**src/rtl/mem_arbiter_pkg.sv**
```systemverilog
// Shared types for the instruction/data memory arbiter: FSM states, owner
// identifiers and the timeout counter width.
package mem_arbiter_pkg;

  typedef enum logic [1:0] {
    IDLE = 2'd0,
    REQ  = 2'd1,
    RESP = 2'd2
  } state_e;

  typedef enum logic {
    OWN_IM = 1'b0,
    OWN_DM = 1'b1
  } owner_e;

  // Wide enough for any TIMEOUT in 2..255.
  localparam int unsigned CNT_W = 8;

  function automatic owner_e other_owner(input owner_e o);
    return (o == OWN_IM) ? OWN_DM : OWN_IM;
  endfunction

endpackage

```
**src/rtl/mem_arbiter_rr.sv**
```systemverilog
// Two-way round-robin selector: a sole requester wins, a tie goes to the
// requester that was not served last. Purely combinational.
module rr_arbiter2
  import mem_arbiter_pkg::*;
(
  input  logic   im_req_i,
  input  logic   dm_req_i,
  input  owner_e last_owner_i,
  output owner_e owner_o
);

  always_comb begin
    owner_o = OWN_IM;
    if (im_req_i && dm_req_i) begin
      owner_o = other_owner(last_owner_i);
    end else if (dm_req_i) begin
      owner_o = OWN_DM;
    end
  end

endmodule

```
**src/rtl/mem_arbiter.sv**
```systemverilog
// Arbitrates instruction-fetch and data ports onto one single-port memory,
// one transaction in flight, with a response timeout that returns an error.
//
// state | meaning
// IDLE  | no transaction; arbitrate and latch the winner's payload
// REQ   | o_mem_req high from latched payload, waiting for i_mem_gnt
// RESP  | granted, waiting for i_mem_rvalid or timeout
module mem_arbiter
  import mem_arbiter_pkg::*;
#(
  parameter int XLEN    = 32,
  parameter int TIMEOUT = 16
) (
  input  logic              clk,
  input  logic              rst,
  input  logic              i_im_req,
  input  logic [XLEN-1:0]   i_im_addr,
  output logic              o_im_gnt,
  output logic              o_im_rvalid,
  output logic [XLEN-1:0]   o_im_rdata,
  output logic              o_im_err,
  input  logic              i_dm_req,
  input  logic              i_dm_we,
  input  logic [XLEN-1:0]   i_dm_addr,
  input  logic [XLEN-1:0]   i_dm_wdata,
  input  logic [XLEN/8-1:0] i_dm_wstrb,
  output logic              o_dm_gnt,
  output logic              o_dm_rvalid,
  output logic [XLEN-1:0]   o_dm_rdata,
  output logic              o_dm_err,
  output logic              o_mem_req,
  output logic              o_mem_we,
  output logic [XLEN-1:0]   o_mem_addr,
  output logic [XLEN-1:0]   o_mem_wdata,
  output logic [XLEN/8-1:0] o_mem_wstrb,
  input  logic              i_mem_gnt,
  input  logic              i_mem_rvalid,
  input  logic [XLEN-1:0]   i_mem_rdata,
  output logic              o_busy
);

  localparam int SW = XLEN / 8;
  localparam logic [CNT_W-1:0] CNT_LAST = 8'(TIMEOUT - 1);

  state_e            state_q, state_d;
  owner_e            owner_q, owner_d;
  owner_e            rr_owner;
  logic              we_q, we_d;
  logic [XLEN-1:0]   addr_q, addr_d;
  logic [XLEN-1:0]   wdata_q, wdata_d;
  logic [SW-1:0]     wstrb_q, wstrb_d;
  logic [CNT_W-1:0]  cnt_q, cnt_d;
  logic [XLEN-1:0]   im_rdata_q, im_rdata_d;
  logic [XLEN-1:0]   dm_rdata_q, dm_rdata_d;
  logic              im_rvalid_q, im_rvalid_d;
  logic              dm_rvalid_q, dm_rvalid_d;
  logic              im_err_q, im_err_d;
  logic              dm_err_q, dm_err_d;

  rr_arbiter2 u_rr (
    .im_req_i     (i_im_req),
    .dm_req_i     (i_dm_req),
    .last_owner_i (owner_q),
    .owner_o      (rr_owner)
  );

  always_comb begin
    state_d     = state_q;
    owner_d     = owner_q;
    we_d        = we_q;
    addr_d      = addr_q;
    wdata_d     = wdata_q;
    wstrb_d     = wstrb_q;
    cnt_d       = cnt_q;
    im_rdata_d  = im_rdata_q;
    dm_rdata_d  = dm_rdata_q;
    im_rvalid_d = 1'b0;
    dm_rvalid_d = 1'b0;
    im_err_d    = 1'b0;
    dm_err_d    = 1'b0;
    o_mem_req   = 1'b0;
    o_im_gnt    = 1'b0;
    o_dm_gnt    = 1'b0;

    case (state_q)
      IDLE: begin
        if (i_im_req || i_dm_req) begin
          owner_d = rr_owner;
          state_d = REQ;
          if (rr_owner == OWN_IM) begin
            we_d    = 1'b0;
            addr_d  = i_im_addr;
            wdata_d = '0;
            wstrb_d = '0;
          end else begin
            we_d    = i_dm_we;
            addr_d  = i_dm_addr;
            wdata_d = i_dm_wdata;
            wstrb_d = i_dm_wstrb;
          end
        end
      end

      REQ: begin
        o_mem_req = 1'b1;
        if (i_mem_gnt) begin
          o_im_gnt = (owner_q == OWN_IM);
          o_dm_gnt = (owner_q == OWN_DM);
          cnt_d    = '0;
          state_d  = RESP;
        end
      end

      RESP: begin
        // A response in the final allowed cycle still wins over the timeout.
        if (i_mem_rvalid) begin
          state_d = IDLE;
          if (owner_q == OWN_IM) begin
            im_rdata_d  = i_mem_rdata;
            im_rvalid_d = 1'b1;
          end else begin
            dm_rdata_d  = i_mem_rdata;
            dm_rvalid_d = 1'b1;
          end
        end else if (cnt_q == CNT_LAST) begin
          state_d = IDLE;
          if (owner_q == OWN_IM) begin
            im_rdata_d  = '0;
            im_rvalid_d = 1'b1;
            im_err_d    = 1'b1;
          end else begin
            dm_rdata_d  = '0;
            dm_rvalid_d = 1'b1;
            dm_err_d    = 1'b1;
          end
        end else begin
          cnt_d = cnt_q + 8'd1;
        end
      end

      default: state_d = IDLE;
    endcase
  end

  always_ff @(posedge clk) begin
    if (rst) begin
      state_q     <= IDLE;
      owner_q     <= OWN_DM;
      we_q        <= 1'b0;
      addr_q      <= '0;
      wdata_q     <= '0;
      wstrb_q     <= '0;
      cnt_q       <= '0;
      im_rdata_q  <= '0;
      dm_rdata_q  <= '0;
      im_rvalid_q <= 1'b0;
      dm_rvalid_q <= 1'b0;
      im_err_q    <= 1'b0;
      dm_err_q    <= 1'b0;
    end else begin
      state_q     <= state_d;
      owner_q     <= owner_d;
      we_q        <= we_d;
      addr_q      <= addr_d;
      wdata_q     <= wdata_d;
      wstrb_q     <= wstrb_d;
      cnt_q       <= cnt_d;
      im_rdata_q  <= im_rdata_d;
      dm_rdata_q  <= dm_rdata_d;
      im_rvalid_q <= im_rvalid_d;
      dm_rvalid_q <= dm_rvalid_d;
      im_err_q    <= im_err_d;
      dm_err_q    <= dm_err_d;
    end
  end

  assign o_mem_we    = we_q;
  assign o_mem_addr  = addr_q;
  assign o_mem_wdata = wdata_q;
  assign o_mem_wstrb = wstrb_q;
  assign o_im_rvalid = im_rvalid_q;
  assign o_im_rdata  = im_rdata_q;
  assign o_im_err    = im_err_q;
  assign o_dm_rvalid = dm_rvalid_q;
  assign o_dm_rdata  = dm_rdata_q;
  assign o_dm_err    = dm_err_q;
  assign o_busy      = (state_q != IDLE);

endmodule

```
**config.mk**
```make
export PLATFORM = sky130hd
export DESIGN_NAME = mem_arbiter
export DESIGN_NICKNAME = d
export VERILOG_FILES = /design/src/rtl/mem_arbiter_pkg.sv /design/src/rtl/mem_arbiter_rr.sv /design/src/rtl/mem_arbiter.sv
export SDC_FILE = /design/constraint.sdc
export NUM_CORES = 1
export LEC_CHECK = 0
export ABC_AREA = 1
export ABC_CLOCK_PERIOD_IN_PS = 1710
export CORE_AREA = 5 5 126 128
export DETAILED_ROUTE_END_ITERATION = 7
export DIE_AREA = 0 0 131 133
export PLACE_DENSITY_LB_ADDON = 0.1
export SYNTH_ARGS = -nofsm -noshare
export SYNTH_HDL_FRONTEND = slang
export SYNTH_SLANG_ARGS = --single-unit
```
**constraint.sdc**
```tcl
create_clock -name clk -period 1.71 [get_ports clk]
set_input_delay 0.342 -clock clk [delete_from_list [all_inputs] [get_ports clk]]
set_output_delay 0.342 -clock clk [all_outputs]
set_load 0.01 [all_outputs]
```
---- Yosys cells after proc, flatten, opt, wreduce, memory -nomap -nowiden ----
Index checks and enable logic that the tools add are counted.
word-level totals
  flip-flop bits (word level) ............. 148
  bits in latches ......................... 0
  bits in writable memories ............... 0
  memory bits (read-only) ................. 0
  output and inout port bits .............. 141
  word-level logic and storage cells ...... 71
  memories kept ........................... 0
cells by class
  $add $sub $neg .......................... 1
  multipliers ............................. 0
  div/mod/pow operators ................... 0
  magnitude comparators ................... 0
  equal/unequal tests ..................... 8
  shift-type cells ........................ 0
  muxes and demuxes ....................... 34
  bitwise operators ....................... 2
  reductions and logical operators ........ 13
operators by type and width
  operator                                                               count
  32-bit two-way mux                                                     10
  8-bit two-way mux                                                      3
  8-bit one-hot mux with 2 select lines                                  1
  1-bit two-way mux                                                      14
  3-bit AND reduction                                                    3
  8-bit by 1-bit adder with 8-bit output, second input constant          1
  8-bit by 4-bit equality test with 1-bit output, second input constant  1
  2-bit two-way mux                                                      4
  2-bit inequality test, second input constant                           4
  2-bit one-hot mux with 3 select lines                                  1
  2-bit nonzero test                                                     3
  4-bit two-way mux                                                      1
  4-bit AND reduction                                                    1
  3-bit inequality test, second input constant                           1
  3-bit OR reduction                                                     1
  2-bit by 1-bit equality test with 1-bit output, second input constant  1
  2-bit equality test, second input constant                             1
  2-bit zero test                                                        1
  1-bit inverter                                                         2
  2-bit AND reduction                                                    1
  2-bit OR reduction                                                     1
  1-bit logical AND                                                      1
  1-bit logical OR                                                       1

---- Logic depth before layout (Yosys ltp) ----
  word-level depth ........................ 4
  gate-level depth with buffers ........... 9
  depth with buffers taken out ............ 9

---- By module ----
Synthesis repeated with hierarchy kept, for this count alone.
unflattened totals
  cells, all modules ...................... 717
  area total of the unflattened synthesis .. 6,164.7 µm²
modules (own cells, without submodules)
  module       times used  cells an instance  area each (µm²)  sequential area each (µm²)
  mem_arbiter  1           715                6,152.2          2,962.8
  rr_arbiter2  1           2                  12.5             0.0

---- Worst setup path before layout ----
No wires, ideal clock.
  kind .................................... register -> register
  start ................................... reg cnt_q[0]
  end ..................................... reg dm_rdata_q[10] (netlist: o_dm_rdata[10])
  setup time .............................. 0.132 ns
  data arrival time ....................... 1.279 ns
  data required time ...................... 1.578 ns
  slack ................................... 0.299 ns
  cell stages (with the launch flop) ...... 10
  buffers on the path ..................... 1
  period minus slack after synthesis ...... 1.411 ns
  cells stage by stage .................... dfxtp_1 -> ha_1 -> nand2_2 -> nor2_2 -> nand3_2 -> nand2_1 -> nand3_2 -> buf_2 -> nand2_1 -> a21oi_1
between the ends
  word-level cells in the longest chain between the ends .. 3
RTL lines
  item                                            line                text
  from (decl)                                     mem_arbiter.sv:52   logic [CNT_W-1:0] cnt_q, cnt_d;
  from (signal assigned)                          mem_arbiter.sv:167  cnt_q <= cnt_d;
  8-bit by 4-bit equality test with 1-bit output  mem_arbiter.sv:125  end else if (cnt_q == CNT_LAST) begin
  2-bit nonzero test (no source line)             n/a
  3-bit AND reduction (no source line)            n/a
  to (signal assigned)                            mem_arbiter.sv:169  dm_rdata_q <= dm_rdata_d;
  to (decl)                                       mem_arbiter.sv:54   logic [XLEN-1:0] dm_rdata_q, dm_rdata_d;
Every way passes these cells.
A chain may end at the register's enable or synchronous reset.

---- Final worst setup path ----
  start ................................... reg addr_q[21] (netlist: o_mem_addr[21])
  end ..................................... out o_mem_addr[21]
RTL lines
  item                    line                text
  from (decl)             mem_arbiter.sv:49   logic [XLEN-1:0] addr_q, addr_d;
  from (signal assigned)  mem_arbiter.sv:164  addr_q <= addr_d;
  to (decl)               mem_arbiter.sv:33   output logic [XLEN-1:0] o_mem_addr,
No word-level cell between the ends.

==> reports/results.txt <==
The standard cell core area was 0.0148 mm². The number of clock buffers added by TritonCTS is 17. Detailed placement ended at an HPWL of 13,400 µm. Based on the critical path, the design can be clocked at up to 0.601 GHz.

Setup repair after global routing left no endpoint under its margin. The delay of the slowest critical-path stage is 0.58 ns. In the synthesized netlist, the cells that appear most often are sky130_fd_sc_hd__nand2_1 (187), sky130_fd_sc_hd__dfxtp_1 (148), sky130_fd_sc_hd__a21oi_1 (110).

Count of boundary I/O pins: 280. The synthesized netlist occupies a cell area of 0.00587 mm². The number of antenna violations at the first check in global routing is 0, and the die width is 131 µm. The tree is rooted in a sky130_fd_sc_hd__clkbuf_16. Across the run, the number of max-cap violations was 0. For this configuration, the core starts out at a cell density of 39.8%. The fraction of registers with async set/reset is 0%. By area the synthesized netlist is led by sky130_fd_sc_hd__dfxtp_1 (50%), sky130_fd_sc_hd__nand2_1 (12%), sky130_fd_sc_hd__a21oi_1 (9.4%). Hold is met by 0.306 ns.

The largest fanout on the critical path was 2. Number of global-route vias before repair: 5,811. The area share of the leading cell type in the synthesized netlist is 50.4%.

The number of I/O port buffers works out to 279. On the critical path the largest part of the delay comes from buffers and inverters. Remaining max-slew budget at the tightest pin: 70.9%.

Across the routed clock network, the largest skew measured is 0.00856 ns. In this run the power density over the cells is 965 mW/mm². The post-synthesis instance total is 744, and the growth of design area from synthesis to finish is 62.6%. Top cell type by total area after synthesis: sky130_fd_sc_hd__dfxtp_1. After detailed routing, the total wire length is 19,500 µm. The worst hold path belongs to the class input pin to flop. The run gives 1,141 as the count of nets after finishing. The clock passes through at most 2 buffers. Row generation in the floorplan step produced 45 rows.

In the post-synthesis netlist, the cell with the most instances is sky130_fd_sc_hd__nand2_1. The tools report the clock latency on the worst-skew pair as 0.42 ns. Global routing finished with a remaining overflow of 0. The count of flip-flops with a built-in enable after synthesis is 0, and the antenna cell count is 0. The tools report the nature of the critical path endpoint as an output port.

The tools report the maximum VDD drop as 0.000676 V. Before CTS, the worst setup slack after placement is -0.217 ns. The count of nets left with antenna violations after detail routing is 0, and the share of synthesized area occupied by flip-flops and latches is 50.4%. The overall die height was 133 µm; the level count of the clock H-tree was 4. The run gives 0 as the number of hold violations in the final report.

The worst-margin pin slew was 0.436 ns. The floorplan step defined a die boundary enclosing 0.0174 mm². The final RePlAce weighted congestion was 0.786.

The routed length per placed instance was 16.2 µm; the critical path required time was 1.37 ns. The first global-routing pass estimated 30,200 µm of wire. The final critical-path share of the clock period works out to 97.3%. The largest individual stage delay along the critical path comes from the cell sky130_fd_sc_hd__clkdlybuf4s50_1. After routing the design area is 0.00955 mm².

The fraction of final layout cells with drive strength greater than 1 was 7.99%. In the routed design, unresolved DRC markers number 0. The buffers plus inverters on the worst setup path was 1; the flip-flop and latch count after synthesis was 148. The total vias in the final route came out at 6,072.

The critical path in this run is classified as flop to output port. TritonCTS built the clock tree. Summing all multi-input logic gate instances after layout gives 0.00251 mm². The run finished with clean final reports. The detailed router finished its first iteration with 374 violations. The arrival time at the worst endpoint was 1.32 ns.

After clock tree synthesis, the clock-pin slew on the worst setup and hold paths is 0.06 ns. Entering global routing, the biggest net connects 65 pins. After filler insertion, the fill cell instance count of the layout stands at 1,302. In this run the cell area measured after placement is 0.00886 mm². Registers take 0.00297 mm². For this run, the detailed router's first-pass iteration total came to 4.

Counting distinct cell types in the post-synthesis netlist gives 26. The run gives 0 as the max-slew violation total from the final report. In the global route stage, overall resource usage came out at 21.7%.

The tools report the count of clock tree sinks as 148. STA classifies the critical path startpoint as a flop. Walking the worst path, the cells encountered are clkdlybuf4s50_1. The final critical delay including setup and external delays came out at 1.66 ns.

The most used flip-flop cell after synthesis was sky130_fd_sc_hd__dfxtp_1. For this run, the number of Yosys warnings is 0. The analysis attributes to cell leakage a power of 3.59 nW. In the routed layout, each cell is associated on average with a via count of 5.05. In this run the mean area of a mapped cell was 7.89 µm². After layout, the worst setup slack is 0.0463 ns. Setup violations remaining at the end of the flow were counted as 0. Synthesized net count: 884.
[where the power goes]
group          internal (mW)  leakage, nW  switching, mW  total [mW]
Clock                   2.64        0.306           1.42        4.06
Sequential              3.60         1.20         0.0764        3.68
Combinational          0.750         2.08          0.723        1.47
Total                   6.99         3.59           2.22        9.22
[cell type report]
| type | instances | share of cell area, % |
|---|---|---|
| clock buffers | 25 | 5.29 |
| multi-input cells | 514 | 26.3 |
| flip-flops and latches | 148 | 31.1 |
| inverters | 15 | 0.590 |
| repair buffers | 305 | 32.8 |
| clock inverters | 7 | 1.49 |
| well taps | 188 | 2.46 |
[final timing paths]
kind,startpoint,endpoint,slack [ns],depth (start not counted)
setup / recovery,o_mem_addr[21]$_SDFFE_PP0P_,o_mem_addr[21],0.05,1
hold / removal,rst,cnt_q[4]$_SDFFE_PP0P_,0.31,2
hold reg to reg,o_im_rdata[1]$_SDFFE_PP0P_,o_im_rdata[1]$_SDFFE_PP0P_,0.46,2
setup reg to reg,cnt_q[1]$_SDFFE_PP0P_,o_dm_rdata[12]$_SDFFE_PP0P_,0.14,9
[cells by family (layout without fill, tap and decap cells)]
kind of cell	count (synthesis)	in the layout	share of synthesized area (%)
and+or+nand+nor	334	334	26.3
AOI/OAI and AO/OA	178	178	15.9
DFF	148	148	50.4
buffers and inverters	82	352	6.92
adders and majority gates	1	1	0.213
xor gates and xnor gates	1	1	0.149
[layer usage]
metal | routed length [µm] | share of wire (%) | GRT usage (%) | vias up
met5 | 0 | 0 | 0 | -
met4 | 435 | 2.2 | 7.54 | 0
met3 | 2150 | 11 | 9.89 | 32
met2 | 8870 | 45 | 33.4 | 228
met1 | 8070 | 41 | 26.8 | 2724
li1 | - | - | - | 3088
[flip-flops by register name, summed over array words and instances (netlist names), 2 cells and up]
signal,cells
state_q,2
o_im_rdata,32
o_mem_addr,32
o_dm_rdata,32
cnt_q,8
o_mem_wstrb,4
o_mem_wdata,32
[metrics by stage]
step | power [mW] | util (%) | setup TNS, ns | std cells
2_1_floorplan | 4.39 | - | 0 | 744
3_3_place_gp | 5.24 | 60.1 | -0.427 | 1170
3_5_place_dp | 5.24 | 60.1 | -0.603 | 1170
4_1_cts | 9.31 | 64.5 | 0 | 1202
5_1_grt | 9.56 | 64.7 | 0 | 1202
6_report | 9.22 | 64.7 | 0 | 1202
[timing repair]
action                                  4_1_cts  5_1_grt
resized for setup                            11       17
endpoints found under the setup margin        6       26
hold buffers                                  0        0
buffers inserted                              0        0
cloned                                        0        0
[placed cells by master, fill, tap and decap left out, drive strengths merged, types with 13 or more instances in the layout]
| cell | count |
|---|---|
| dlymetal6s2s | 13 |
| o21ai | 34 |
| a21oi | 110 |
| inv | 15 |
| clkbuf | 25 |
| nor2 | 25 |
| clkdlybuf4s50 | 258 |
| a31oi | 32 |
| nand4 | 64 |
| buf | 29 |
| nand3 | 52 |
| nand2 | 192 |
| dfxtp | 148 |
(Power assumes the default switching activity.)
